--- config.mk ---
export PLATFORM = sky130hd
export DESIGN_NAME = sophon_tcm_loader
export DESIGN_NICKNAME = d
export VERILOG_FILES = /design/src/rtl/sophon_tcm_loader.sv
export SDC_FILE = /design/constraint.sdc
export NUM_CORES = 1
export LEC_CHECK = 0
export CAP_MARGIN = 20
export CELL_PAD_IN_SITES_DETAIL_PLACEMENT = 0
export CELL_PAD_IN_SITES_GLOBAL_PLACEMENT = 1
export CORE_UTILIZATION = 40
export DETAILED_ROUTE_END_ITERATION = 12
export PLACE_DENSITY = 0.88
export SLEW_MARGIN = 20
export SYNTH_ARGS = -nofsm -noshare
export SYNTH_HDL_FRONTEND = slang
export SYNTH_SLANG_ARGS = --single-unit
export TNS_END_PERCENT = 10
--- constraint.sdc ---
create_clock -name clk_i -period 3.81 [get_ports clk_i]
set_clock_uncertainty 0.1 [all_clocks]
set_input_delay 0.762 -clock clk_i [delete_from_list [all_inputs] [get_ports clk_i]]
set_output_delay 0.762 -clock clk_i [all_outputs]
set_load 0.05 [all_outputs]
--- src/rtl/sophon_tcm_loader.sv ---
// -----------------------------------------------------------------------------
// sophon_tcm_loader
// Preload engine in front of the SOPHON_TOP external-access port. A
// little-endian byte stream is packed into 32-bit words, each word is written
// through the ext_req/ext_ack handshake, and the core's soft reset is held
// asserted until the whole image has been written.
//
// Ports
//   clk_i, rst_i            : clock, synchronous active-high reset
//   start_i                 : load start pulse (honoured in IDLE, DONE, ERR)
//   base_addr_i, len_i      : first write address (word aligned) and byte count
//   byte_valid_i/_data_i    : input byte stream
//   byte_ready_o            : a byte is accepted this cycle when valid is high
//   ext_req_o/we_o/addr_o/wdata_o, ext_ack_i, ext_error_i : write port
//   busy_o, done_o, error_o : load status
//   core_rst_no             : core soft reset, released only in DONE
// -----------------------------------------------------------------------------
module sophon_tcm_loader #(
    parameter int ACK_TIMEOUT = 1024,
    parameter int TO_W        = 11
) (
    input  logic        clk_i,
    input  logic        rst_i,
    input  logic        start_i,
    input  logic [31:0] base_addr_i,
    input  logic [31:0] len_i,
    input  logic        byte_valid_i,
    input  logic [7:0]  byte_data_i,
    output logic        byte_ready_o,
    output logic        ext_req_o,
    output logic        ext_we_o,
    output logic [31:0] ext_addr_o,
    output logic [31:0] ext_wdata_o,
    input  logic        ext_ack_i,
    input  logic        ext_error_i,
    output logic        busy_o,
    output logic        done_o,
    output logic        error_o,
    output logic        core_rst_no
);

    typedef enum logic [2:0] {
        S_IDLE    = 3'd0,
        S_COLLECT = 3'd1,
        S_WRITE   = 3'd2,
        S_DONE    = 3'd3,
        S_ERR     = 3'd4
    } state_t;

    // A zero timeout disables the ack watchdog entirely.
    localparam bit              TO_EN   = (ACK_TIMEOUT != 0);
    localparam logic [TO_W-1:0] TO_LAST = TO_W'(ACK_TIMEOUT - 1);
    localparam logic [TO_W-1:0] TO_ONE  = TO_W'(1);

    state_t          state_q, state_d;
    logic [31:0]     addr_q,  addr_d;
    logic [31:0]     word_q,  word_d;
    logic [1:0]      lane_q,  lane_d;
    logic [31:0]     rem_q,   rem_d;
    logic [TO_W-1:0] to_q,    to_d;

    // Every output is either a flop or a pure decode of the state register,
    // so nothing on the ack or byte-valid inputs reaches an output directly.
    assign byte_ready_o = (state_q == S_COLLECT);
    assign ext_req_o    = (state_q == S_WRITE);
    assign ext_we_o     = (state_q == S_WRITE);
    assign ext_addr_o   = addr_q;
    assign ext_wdata_o  = word_q;
    assign busy_o       = (state_q == S_COLLECT) || (state_q == S_WRITE);
    assign done_o       = (state_q == S_DONE);
    assign error_o      = (state_q == S_ERR);
    assign core_rst_no  = (state_q == S_DONE);

    // Next-state and datapath update for the load sequencer.
    always_comb begin
        state_d = state_q;
        addr_d  = addr_q;
        word_d  = word_q;
        lane_d  = lane_q;
        rem_d   = rem_q;
        to_d    = to_q;

        case (state_q)
            S_IDLE, S_DONE, S_ERR: begin
                if (start_i) begin
                    addr_d  = {base_addr_i[31:2], 2'b00};
                    rem_d   = len_i;
                    lane_d  = 2'd0;
                    word_d  = 32'd0;
                    to_d    = '0;
                    state_d = (len_i != 32'd0) ? S_COLLECT : S_DONE;
                end else begin
                    state_d = state_q;
                end
            end

            S_COLLECT: begin
                if (byte_valid_i) begin
                    word_d[{lane_q, 3'b000} +: 8] = byte_data_i;
                    lane_d = lane_q + 2'd1;
                    rem_d  = rem_q - 32'd1;
                    // A word is flushed when full or when the image ends;
                    // lanes not yet written stay zero from the last clear.
                    if ((lane_q == 2'd3) || (rem_q == 32'd1)) begin
                        state_d = S_WRITE;
                    end else begin
                        state_d = S_COLLECT;
                    end
                end else begin
                    state_d = S_COLLECT;
                end
            end

            S_WRITE: begin
                if (ext_ack_i) begin
                    to_d = '0;
                    if (ext_error_i) begin
                        state_d = S_ERR;
                    end else begin
                        addr_d  = addr_q + 32'd4;
                        lane_d  = 2'd0;
                        word_d  = 32'd0;
                        state_d = (rem_q != 32'd0) ? S_COLLECT : S_DONE;
                    end
                end else if (TO_EN && (to_q == TO_LAST)) begin
                    // This is the ACK_TIMEOUT-th unacknowledged cycle.
                    state_d = S_ERR;
                end else begin
                    to_d = to_q + TO_ONE;
                end
            end

            default: begin
                state_d = S_IDLE;
            end
        endcase
    end

    // State and datapath registers with synchronous reset.
    always_ff @(posedge clk_i) begin
        if (rst_i) begin
            state_q <= S_IDLE;
            addr_q  <= 32'd0;
            word_q  <= 32'd0;
            lane_q  <= 2'd0;
            rem_q   <= 32'd0;
            to_q    <= '0;
        end else begin
            state_q <= state_d;
            addr_q  <= addr_d;
            word_q  <= word_d;
            lane_q  <= lane_d;
            rem_q   <= rem_d;
            to_q    <= to_d;
        end
    end

endmodule

## After elaboration in Yosys (flattened, before gate mapping)

Cells that the tools add are included.

- Add/subtract/negate cells: 5
- Eq/ne operators: 13
- Shift operators: 2
- Mux-type cells: 31
- Reductions and logical operators: 14

Operator list:

| kind | number |
|---|---|
| two-way mux 32 bit | 9 |
| case mux 32 bit (2 select lines) | 2 |
| case mux 32 bit (3 select lines) | 1 |
| nonzero test 32 bit | 2 |
| two-way mux 11 bit | 3 |
| adder 32 x 3 -> 32 bit, second input constant | 1 |
| bitwise mux 32 bit | 1 |
| equality test 32 x 1 -> 1 bit, second input constant | 1 |
| variable shift 8 x 7 -> 32 bit, first input constant | 1 |
| variable part select 8 x 7 -> 32 bit | 1 |
| subtractor 32 x 1 -> 32 bit, second input constant | 1 |
| case mux 11 bit (2 select lines) | 1 |
| two-way mux 3 bit | 5 |
| two-way mux 2 bit | 7 |
| adder 11 x 1 -> 11 bit, second input constant | 1 |
| equality test 11 x 10 -> 1 bit, second input constant | 1 |
| case mux 3 bit (3 select lines) | 1 |
| negation 5 -> 7 bit | 1 |
| equality test 3 x 2 -> 1 bit, second input constant | 2 |
| != test 2 bit, second input constant | 3 |
| case mux 2 bit (3 select lines) | 1 |
| AND reduction 3 bit | 2 |
| AND reduction 5 bit | 1 |
| AND reduction 4 bit | 1 |
| other kinds (13) | 15 |

- Register bits after elaboration: 112
- Input bits: 78
- Output and inout port bits: 71

## Longest topological paths before layout

Gate-level depths: netlist of run 1.

- Depth after elaboration: 5
- Mapped depth: 10
- Mapped depth without buffers: 6

## Worst setup path before layout of run 1

Ideal clock, no wire load.

- Path kind: register to output
- Start point: register state_q[1]
- End point: output ext_we_o
- Data arrival time: 2.036 ns
- Required time: 2.948 ns
- Setup slack: 0.912 ns
- Cell stages (with the launch flop): 7
- Path buffers: 4
- Cells stage by stage: dfxtp_1 buf_2 or3b_1 clkbuf_1 inv_2 clkbuf_1 buf_4

- Cells in the longest elaborated chain, start to end: 1

RTL lines:

| element | RTL line | text |
|---|---|---|
| start: declaration | 55 | `state_t state_q, state_d;` |
| start signal: assignment | 149 | `state_q <= state_d;` |
| equality test 3 x 2 -> 1 bit | n/a |  |
| end: declaration | 31 | `output logic ext_we_o,` |

Every way passes these cells.

## Worst setup path after layout of run 1

- Start point: register state_q[0]
- End point: output busy_o

- Cells in the longest elaborated chain, start to end: 2

RTL lines:

| element | RTL line | text |
|---|---|---|
| equality test 3 x 1 -> 1 bit or equality test 3 x 2 -> 1 bit (tied branches) | 69 | `assign busy_o = (state_q == S_COLLECT) \|\| (state_q == S_WRITE);` |
| logical OR 1 bit * | 69 |  |
| end: declaration | 36 | `output logic busy_o,` |

Mark *: on every way between the ends. The rest lies on a longest branch, timed or not.

==> results of run 1 <==
-- worst min path at each step --
stage               cells after the start                           end                    startpoint  slack (ps)
floorplan                               1         to_q[10]$_SDFFE_PP0P_         to_q[10]$_SDFFE_PP0P_         350
global placement                        2   ext_wdata_o[5]$_SDFFE_PP0P_   ext_wdata_o[5]$_SDFFE_PP0P_         360
detailed placement                      2  ext_wdata_o[28]$_SDFFE_PP0P_  ext_wdata_o[28]$_SDFFE_PP0P_         370
CTS                                     2  ext_wdata_o[11]$_SDFFE_PP0P_  ext_wdata_o[11]$_SDFFE_PP0P_         380
global route                            2  ext_wdata_o[21]$_SDFFE_PP0P_  ext_wdata_o[21]$_SDFFE_PP0P_         390
finish                                  2  ext_wdata_o[24]$_SDFFE_PP0P_  ext_wdata_o[24]$_SDFFE_PP0P_         380
-- logic make-up (layout without fill, tap and decap cells) --
logic type	count (synthesis)	count (layout)	share of synthesized area, %
fa+ha+maj	9	9	1.72
buf+inv	90	193	5.62
xor+xnor	2	2	0.268
other cells	1	2	0.0573
simple gates	347	347	29.4
mux	8	8	1.28
flops	110	110	33.6
compound gates	295	295	28.0
-- sequential cells by signal, indices dropped and copies added (netlist names) --
signal,count
rem_q,32
lane_q,2
to_q,11
state_q,3
ext_addr_o,30
ext_wdata_o,32
-- cell usage in the layout (no fill, tap or decap), types with 7 or more instances in the layout --
| cell type | count |
|---|---|
| a21oi_1 | 95 |
| nor2_1 | 54 |
| clkdlybuf4s50_1 | 140 |
| a211oi_1 | 11 |
| ha_1 | 9 |
| nand2b_1 | 9 |
| o21ai_0 | 59 |
| nor4_1 | 20 |
| o21ai_1 | 22 |
| dfxtp_1 | 110 |
| and2_1 | 7 |
| or4_1 | 9 |
| and3_1 | 11 |
| buf_4 | 22 |
| o31ai_1 | 11 |
| nor3_1 | 22 |
| a31oi_1 | 21 |
| nand4_1 | 52 |
| o22ai_1 | 7 |
| inv_1 | 13 |
| or3_1 | 10 |
| clkbuf_16 | 9 |
| o41ai_1 | 8 |
| nand3_1 | 33 |
| nand2_1 | 78 |
-- layout make-up --
cell class | count | area [µm²] | share of cell area (%)
clock buffer | 10 | 229 | 2.73
clock inverter | 6 | 70.1 | 0.835
inverter | 15 | 56.3 | 0.671
multi-input combinational | 663 | 4000 | 47.6
sequential | 110 | 2200 | 26.2
tap | 216 | 270 | 3.22
timing repair buffer | 162 | 1570 | 18.7
-- critical path, stage by stage (launching register included) --
cell and delay, ps:
dfxtp_1 690, or3b_2 540, nand2_1 120, clkdlybuf4s50_1 810
-- routing by layer --
metal / track usage (%) / routed length (µm) / part of all wire (%)
met3: 3.77 / 1200 / 6.0
met1: 34.2 / 9440 / 47
met5: 0 / 0 / 0
met2: 37.6 / 9170 / 45
met4: 7.39 / 353 / 1.8
-- power groups by stage --
stage / registers, W / logic (W) / clock network [W]
detailed placement: 0.00148 / 0.00170 / 0
floorplan: 0.00161 / 0.00106 / 0
global route: 0.00148 / 0.00188 / 0.00103
CTS: 0.00145 / 0.00171 / 0.00100
finish: 0.00146 / 0.00172 / 0.000980
global placement: 0.00148 / 0.00170 / 0
-- per-stage QoR --
stage / hold WS, ps / cells / utilization [%]
after detailed placement: 368 / 1166 / 50.7
final: 377 / 1182 / 52.6
after CTS: 379 / 1182 / 52.6
after floorplan: 345 / 863 / -
after global routing: 395 / 1182 / 52.6
after global placement: 360 / 1166 / 50.7
==> results.toml, run 1 <==
[job]
drv_cap = 0

[power_and_ir_drop]
swShare_pct = 42.5
seq_power_share_pct = 35.0
power_density_nw_per_um2 = 495
p_int_w = 0.00239
leakage_nw = 2.77
ir_worst_vdd_v = 0.000280
power.total_w = 0.00415
switchingPower_w = 0.00177
combinationalPowerShare_pct = 41.4
power_frac_clock_pct = 23.6

[yosys]
synthTopCellsByCount = "dfxtp_1 (110), a21oi_1 (95), nand2_1 (78), o21ai_0 (59), nor2_1 (54)"
synth_top_area_share_pct = 33.6
synth_cell_type_count = 73
netlist_area_um2 = 6550
synth_most_common_cell = "dfxtp_1"
synth_largest_area_cell = "dfxtp_1"
async_flop_share_pct = 0
netlist_top_cells_area = "dfxtp_1 (34%), a21oi_1 (7.3%), nand4_1 (5.0%)"
postSynthAreaPerCell_um2 = 7.60
synth_warnings = 0
ys_ff_latch = 110
synth-edff-count = 0
yosys_most_used_dff = "dfxtp_1"
yosysSeqAreaShare_pct = 33.6
synth_cells = 862

[global_route]
grt_overflow = 0
grt_pass1_vias = 6360
antenna_found_initial = 0
grt_pass1_wl_mm = 32.6
grt_max_degree = 55
grt_usage_pct = 24.1

[route]
routed_wl_mm = 20.2
drt_first_iter_violations = 492
ant_nets = 0
viasPerCell = 5.97
vias = 7062
route.detailed.drc = 0
wire_per_inst_um = 17.1
first_pass_iters = 5

[floorplanning]
start_util_pct = 41.1
pin_count = 149
die_w_um = 130
rows = 46
dieHeight_um = 130
die_area_um2 = 16900
core_area_um2 = 15900

[final_layout]
drive_gt1_share_pct = 5.90
num-fill-cells = 1536
num_antenna_cells = 0
fin_nets = 1048
fin_area_um2 = 8390
area_growth_pct = 28.1

[sta]
slew_headroom_pct = 35.2
max_freq_mhz = 296
worst_slack_ps = 430
tightestPinTransition_ps = 963
tns_ps = 0
layout_min_cycle_time_ps = 3380
setup_viol = 0
rsz0062_at_grt = "false"
hold_violations = 0
period_share_pct = 88.7
maxSlewViolCount = 0

[worst_setup_path]
worstReg2RegEnd = "ext_wdata_o[28]$_SDFFE_PP0P_"
start_kind = "register"
arrival_ps = 2520
crit_required_ps = 2950
cp-startpoint = "state_q[0]$_SDFFE_PP0P_"
crit_path_end_kind = "output port"
worstSetupPathType = "register to output port"
reg2reg_from = "state_q[0]$_SDFFE_PP0P_"
cp-endpoint = "busy_o"
crit_fanout = 17
reg2reg_slack_ps = 780
rr_worst_depth = 7

[clocking]
postCtsSetupRepairBufs = 0
clockBufferDepth = 2
clock_latency_ps = 360
root_buffer = "clkbuf_16"
cts_buffers = 9
cts_resized = 0
ctsHoldBuffers = 0
cts_tree = "built"
clk_pin_slew_worst_paths_ps = 70
htree_levels = 3
cts.sinks = 110

[placed_design]
place_area_um2 = 8090
portBuffers = 144
gp_congestion = 0.787
hpwlAfterDp_mm = 13.7
pre_cts_slack_ps = 466

[worst_hold_path]
min_path_type = "register to register"

[run_status]
status = "completed"
No activity file was read; power rests on OpenSTA's default activity.
==> run 2: changes to the inputs <==
--- a/config.mk
+++ b/config.mk
@@ -10,7 +10,7 @@
 export CELL_PAD_IN_SITES_GLOBAL_PLACEMENT = 1
 export CORE_UTILIZATION = 40
 export DETAILED_ROUTE_END_ITERATION = 12
-export PLACE_DENSITY = 0.88
+export PLACE_DENSITY_LB_ADDON = 0.25
 export SLEW_MARGIN = 20
 export SYNTH_ARGS = -nofsm -noshare
 export SYNTH_HDL_FRONTEND = slang
==> results.toml, run 2 (synthesis gave the netlist of run 1 again) <==
[run_status]
status = "completed"

[route]
vias = 7060
wire_per_inst_um = 17.3
ant_nets = 0
route.detailed.drc = 0
viasPerCell = 5.97
first_pass_iters = 4
drt_first_iter_violations = 479
routed_wl_mm = 20.4

[sta]
whs_ps = 373
setup_viol = 0
hold_violations = 0
maxSlewViolCount = 0
slew_headroom_pct = 51.0
rsz0062_at_grt = "false"
layout_min_cycle_time_ps = 3380
tns_ps = 0
tightestPinTransition_ps = 728
period_share_pct = 88.8
max_freq_mhz = 296

[worst_setup_path]
crit_fanout = 17
crit_required_ps = 2950
cp_slowest_cell = "clkdlybuf4s50_1"
arrival_ps = 2520
cpPeakStageDelay_ps = 810
worstSetupPathType = "register to output port"
path_cells = "or3b_2 > nand2_1 > clkdlybuf4s50_1"
start_kind = "register"
crit_path_end_kind = "output port"

[final_layout]
area_growth_pct = 28.1
final_common_cell = "clkdlybuf4s50_1"
layout_common_cells = "clkdlybuf4s50_1 (142), dfxtp_1 (110), a21oi_1 (95)"
fin_nets = 1048
num-fill-cells = 1551
drive_gt1_share_pct = 5.80
seq_area_um2 = 2200
post-route-util_pct = 52.6
multi_input_area_um2 = 4000
num_antenna_cells = 0

[clocking]
clock_latency_ps = 360
postCtsSetupRepairBufs = 0
clk_pin_slew_worst_paths_ps = 70
cts_buffers = 9
root_buffer = "clkbuf_16"
cts_tree = "built"
cts_resized = 0
ctsHoldBuffers = 0
clockBufferDepth = 2
htree_levels = 3
cts.sinks = 110

[job]
drv_cap = 0

[global_route]
antenna_found_initial = 0
grt_pass1_vias = 6155
grt_max_degree = 60
grt_pass1_wl_mm = 32.4
grt_overflow = 0
grt_usage_pct = 24.1

[power_and_ir_drop]
ir_worst_vdd_v = 0.000307
power_density_nw_per_um2 = 491
power.total_w = 0.00412
leakage_nw = 2.76

[floorplanning]
dieHeight_um = 130
die_w_um = 130
core_area_um2 = 15900
die_area_um2 = 16900
rows = 46
pin_count = 149
start_util_pct = 41.1

[placed_design]
hpwlAfterDp_mm = 13.6
gp_congestion = 0.772
portBuffers = 144

[worst_hold_path]
min_path_type = "register to register"
==> run 2: cell count changes in the layout (fill, tap and decap cells not counted) <==
cell	previous run	this run
clkbuf_1	1	0
buf_12	0	1
inv_8	0	1
clkinv_4	3	1
buf_4	22	19
inv_6	1	2
clkinvlp_4	0	1
clkdlybuf4s50_1	140	142
clkinv_2	1	2
bufinv_16	1	0
==> run 2: metal layers <==
| metal | track usage [%] | routed length, µm |
|---|---|---|
| met1 | 35.1 | 10200 |
| met2 | 36.6 | 8720 |
| met3 | 4.47 | 1200 |
| met4 | 5.75 | 262 |
| met5 | 0 | 0 |
==> run 2: worst max-delay path, delay by kind of cell, from the launching register on <==
kind / cells / cell delay, ps
buffers and inverters: 1 / 810
and+or+nand+nor: 2 / 650
DFF: 1 / 700
==> run 2: stage by stage <==
| step | std cells | cell area [µm²] | setup slack, ps |
|---|---|---|---|
| after global routing | 1182 | 8390 | 325 |
| after CTS | 1182 | 8390 | 412 |
| after floorplan | 863 | 6550 | 912 |
| after global placement | 1166 | 8110 | 647 |
| final | 1182 | 8390 | 427 |
| after detailed placement | 1166 | 8110 | 641 |
==> run 2: cell type report <==
type	count	share of cell area [%]
Clock buffer	9	2.68
Clock inverter	7	0.656
Inverter	15	0.671
Multi-Input combinational cell	663	47.6
Sequential cell	110	26.3
Tap cell	216	3.22
Timing Repair Buffer	162	18.9
==> run 2: worst paths after layout <==
path                                start                           end  slack [ps]  cells after the start
max               state_q[0]$_SDFFE_PP0P_                        busy_o         430                      3
min          ext_wdata_o[21]$_SDFFE_PP0P_  ext_wdata_o[21]$_SDFFE_PP0P_         370                      2
max reg2reg       state_q[0]$_SDFFE_PP0P_   ext_wdata_o[4]$_SDFFE_PP0P_        1010                      5
min reg2reg  ext_wdata_o[21]$_SDFFE_PP0P_  ext_wdata_o[21]$_SDFFE_PP0P_         370                      2
==> run 2: where the power goes <==
part,switching (W),internal (W)
clock,0.000473,0.000453
sequential,0.000181,0.00128
combinational,0.00113,0.000602
==> run 3: changes to the inputs <==
--- a/config.mk
+++ b/config.mk
@@ -5,10 +5,11 @@
 export SDC_FILE = /design/constraint.sdc
 export NUM_CORES = 1
 export LEC_CHECK = 0
+export ABC_AREA = 1
 export CAP_MARGIN = 20
 export CELL_PAD_IN_SITES_DETAIL_PLACEMENT = 0
 export CELL_PAD_IN_SITES_GLOBAL_PLACEMENT = 1
-export CORE_UTILIZATION = 40
+export CORE_UTILIZATION = 38
 export DETAILED_ROUTE_END_ITERATION = 12
 export PLACE_DENSITY_LB_ADDON = 0.25
 export SLEW_MARGIN = 20
==> results.toml, run 3 <==
[run_status]
status = "completed"

[sta]
maxSlewViolCount = 0
max_freq_mhz = 329
tightestPinTransition_ps = 832
setup_viol = 0
period_share_pct = 79.8
tns_ps = 0
layout_min_cycle_time_ps = 3040
hold_violations = 0
slew_headroom_pct = 44.5
whs_ps = 356
worst_slack_ps = 768
rsz0062_at_grt = "false"

[final_layout]
fin_nets = 1455
final_common_cell = "nand2_1"
area_growth_pct = 25.4
fin_area_um2 = 9140
drive_gt1_share_pct = 5.46
layout_common_cells = "nand2_1 (375), nor2_1 (230), clkdlybuf4s50_1 (141)"
num_antenna_cells = 0
fin_cells = 1607
num-fill-cells = 1988

[clocking]
ctsHoldBuffers = 0
htree_levels = 3
cts_buffers = 9
cts_tree = "built"
clock_latency_ps = 360
cts_resized = 0
root_buffer = "clkbuf_16"
clk_pin_slew_worst_paths_ps = 80
clockBufferDepth = 2
cts.sinks = 110
postCtsSetupRepairBufs = 0

[route]
wire_per_inst_um = 13.6
drt_first_iter_violations = 481
first_pass_iters = 5
ant_nets = 0
viasPerCell = 4.91
routed_wl_mm = 21.9
route.detailed.drc = 0
vias = 7892

[worst_setup_path]
path_cells = "inv_1 > nand3_2 > buf_4 > nand2_1 > clkdlybuf4s50_1"
critPathBufInv = 3
cp_slowest_cell = "clkdlybuf4s50_1"
cpPeakStageDelay_ps = 830
start_kind = "register"
crit_fanout = 26
worstSetupPathType = "register to output port"
crit_required_ps = 2950
arrival_ps = 2180
cpLargestDelayFamily = "buffers and inverters"
crit_path_end_kind = "output port"

[yosys]
yosysSeqAreaShare_pct = 30.2
yosys_most_used_dff = "dfxtp_1"
synth_largest_area_cell = "dfxtp_1"
synthTopCellsByCount = "nand2_1 (375), nor2_1 (230), inv_1 (127), dfxtp_1 (110), nand3_1 (100)"
synth_top_area_share_pct = 30.2
synth-edff-count = 0
postSynthAreaPerCell_um2 = 5.83
synth_warnings = 0
synth_most_common_cell = "nand2_1"
netlist_top_cells_area = "dfxtp_1 (30%), nand2_1 (19%), nor2_1 (12%)"
async_flop_share_pct = 0
netlist_area_um2 = 7290
synth_cell_type_count = 41
ys_ff_latch = 110
synth_cells = 1250

[placed_design]
portBuffers = 144
place_area_um2 = 8830
pre_cts_slack_ps = 1090
gp_congestion = 0.852
hpwlAfterDp_mm = 15.9
dp.cells = 1591

[floorplanning]
dieHeight_um = 140
rows = 50
die_w_um = 140
pin_count = 149
start_util_pct = 38.8
die_area_um2 = 19700
core_area_um2 = 18800

[worst_hold_path]
min_path_type = "register to register"

[power_and_ir_drop]
ir_worst_vdd_v = 0.000395
power_density_nw_per_um2 = 645
leakage_nw = 3.81

[global_route]
grt_max_degree = 50
grt_usage_pct = 22.8
grt_pass1_wl_mm = 36.4
antenna_found_initial = 0
grt_overflow = 0
grt_pass1_vias = 7355

[job]
drv_cap = 0
-- run 3: changes by cell type in the layout (fill, tap and decap cells not counted), moves of 21 or more --
cell,before,now
nand4_1,52,20
nand3_1,33,100
nor2_1,54,230
or2_2,1,22
nand2_1,78,375
inv_1,13,126
-- run 3: kinds of logic (layout without fill, tap and decap cells) --
kind of cell / count (synthesis) / in the layout / share of synthesized area, %
other: 1 / 2 / 0.0515
buffers and inverters: 178 / 300 / 10.2
flip-flops: 110 / 110 / 30.2
XOR/XNOR: 10 / 10 / 1.20
adder cells (fa/ha/maj): 9 / 9 / 1.55
AO/OA/AOI/OAI: 164 / 164 / 12.0
AND/OR/NAND/NOR: 778 / 778 / 44.8
-- run 3: per-layer routing --
metal / vias up / global-route usage (%) / share of wire [%]
met3: 20 / 2.60 / 3.4
met2: 146 / 37.6 / 46
li1: 4178 / - / -
met5: - / 0 / 0
met1: 3548 / 31.1 / 49
met4: 0 / 6.92 / 1.4
-- run 3: per-stage QoR --
step	power, W	utilization (%)
finish	0.00589	48.7
global route	0.00636	48.7
CTS	0.00594	48.7
detailed placement	0.00493	47.1
global placement	0.00492	47.1
floorplan	0.00403	-
-- run 3: cell type report --
cell class | instances | area (µm²) | share of cell area (%)
sequential | 110 | 2200 | 24.1
inverter | 131 | 494 | 5.41
timing repair buffer | 153 | 1500 | 16.4
tap | 234 | 293 | 3.20
multi-input combinational | 963 | 4350 | 47.6
clock inverter | 7 | 77.6 | 0.849
clock buffer | 9 | 225 | 2.46
-- run 3: tightest hold or removal path, stage by stage, from the launching register on --
cell and delay (ps):
dfxtp_1 320, inv_1 50, a21oi_1 50
-- run 3: path summary, 6_finish.rpt --
check,depth (start not counted),end,startpoint,slack (ps)
max,5,busy_o,state_q[2]$_SDFFE_PP0P_,770
min,2,to_q[5]$_SDFFE_PP0P_,to_q[5]$_SDFFE_PP0P_,360
max reg2reg,9,ext_addr_o[6]$_SDFFE_PP0P_,state_q[2]$_SDFFE_PP0P_,1290
min reg2reg,2,to_q[5]$_SDFFE_PP0P_,to_q[5]$_SDFFE_PP0P_,360
-- run 3: power breakdown --
| part | internal, W | switching (W) |
|---|---|---|
| combinational | 0.00101 | 0.00217 |
| sequential | 0.00143 | 0.000294 |
| clock | 0.000468 | 0.000514 |
| total | 0.00291 | 0.00298 |
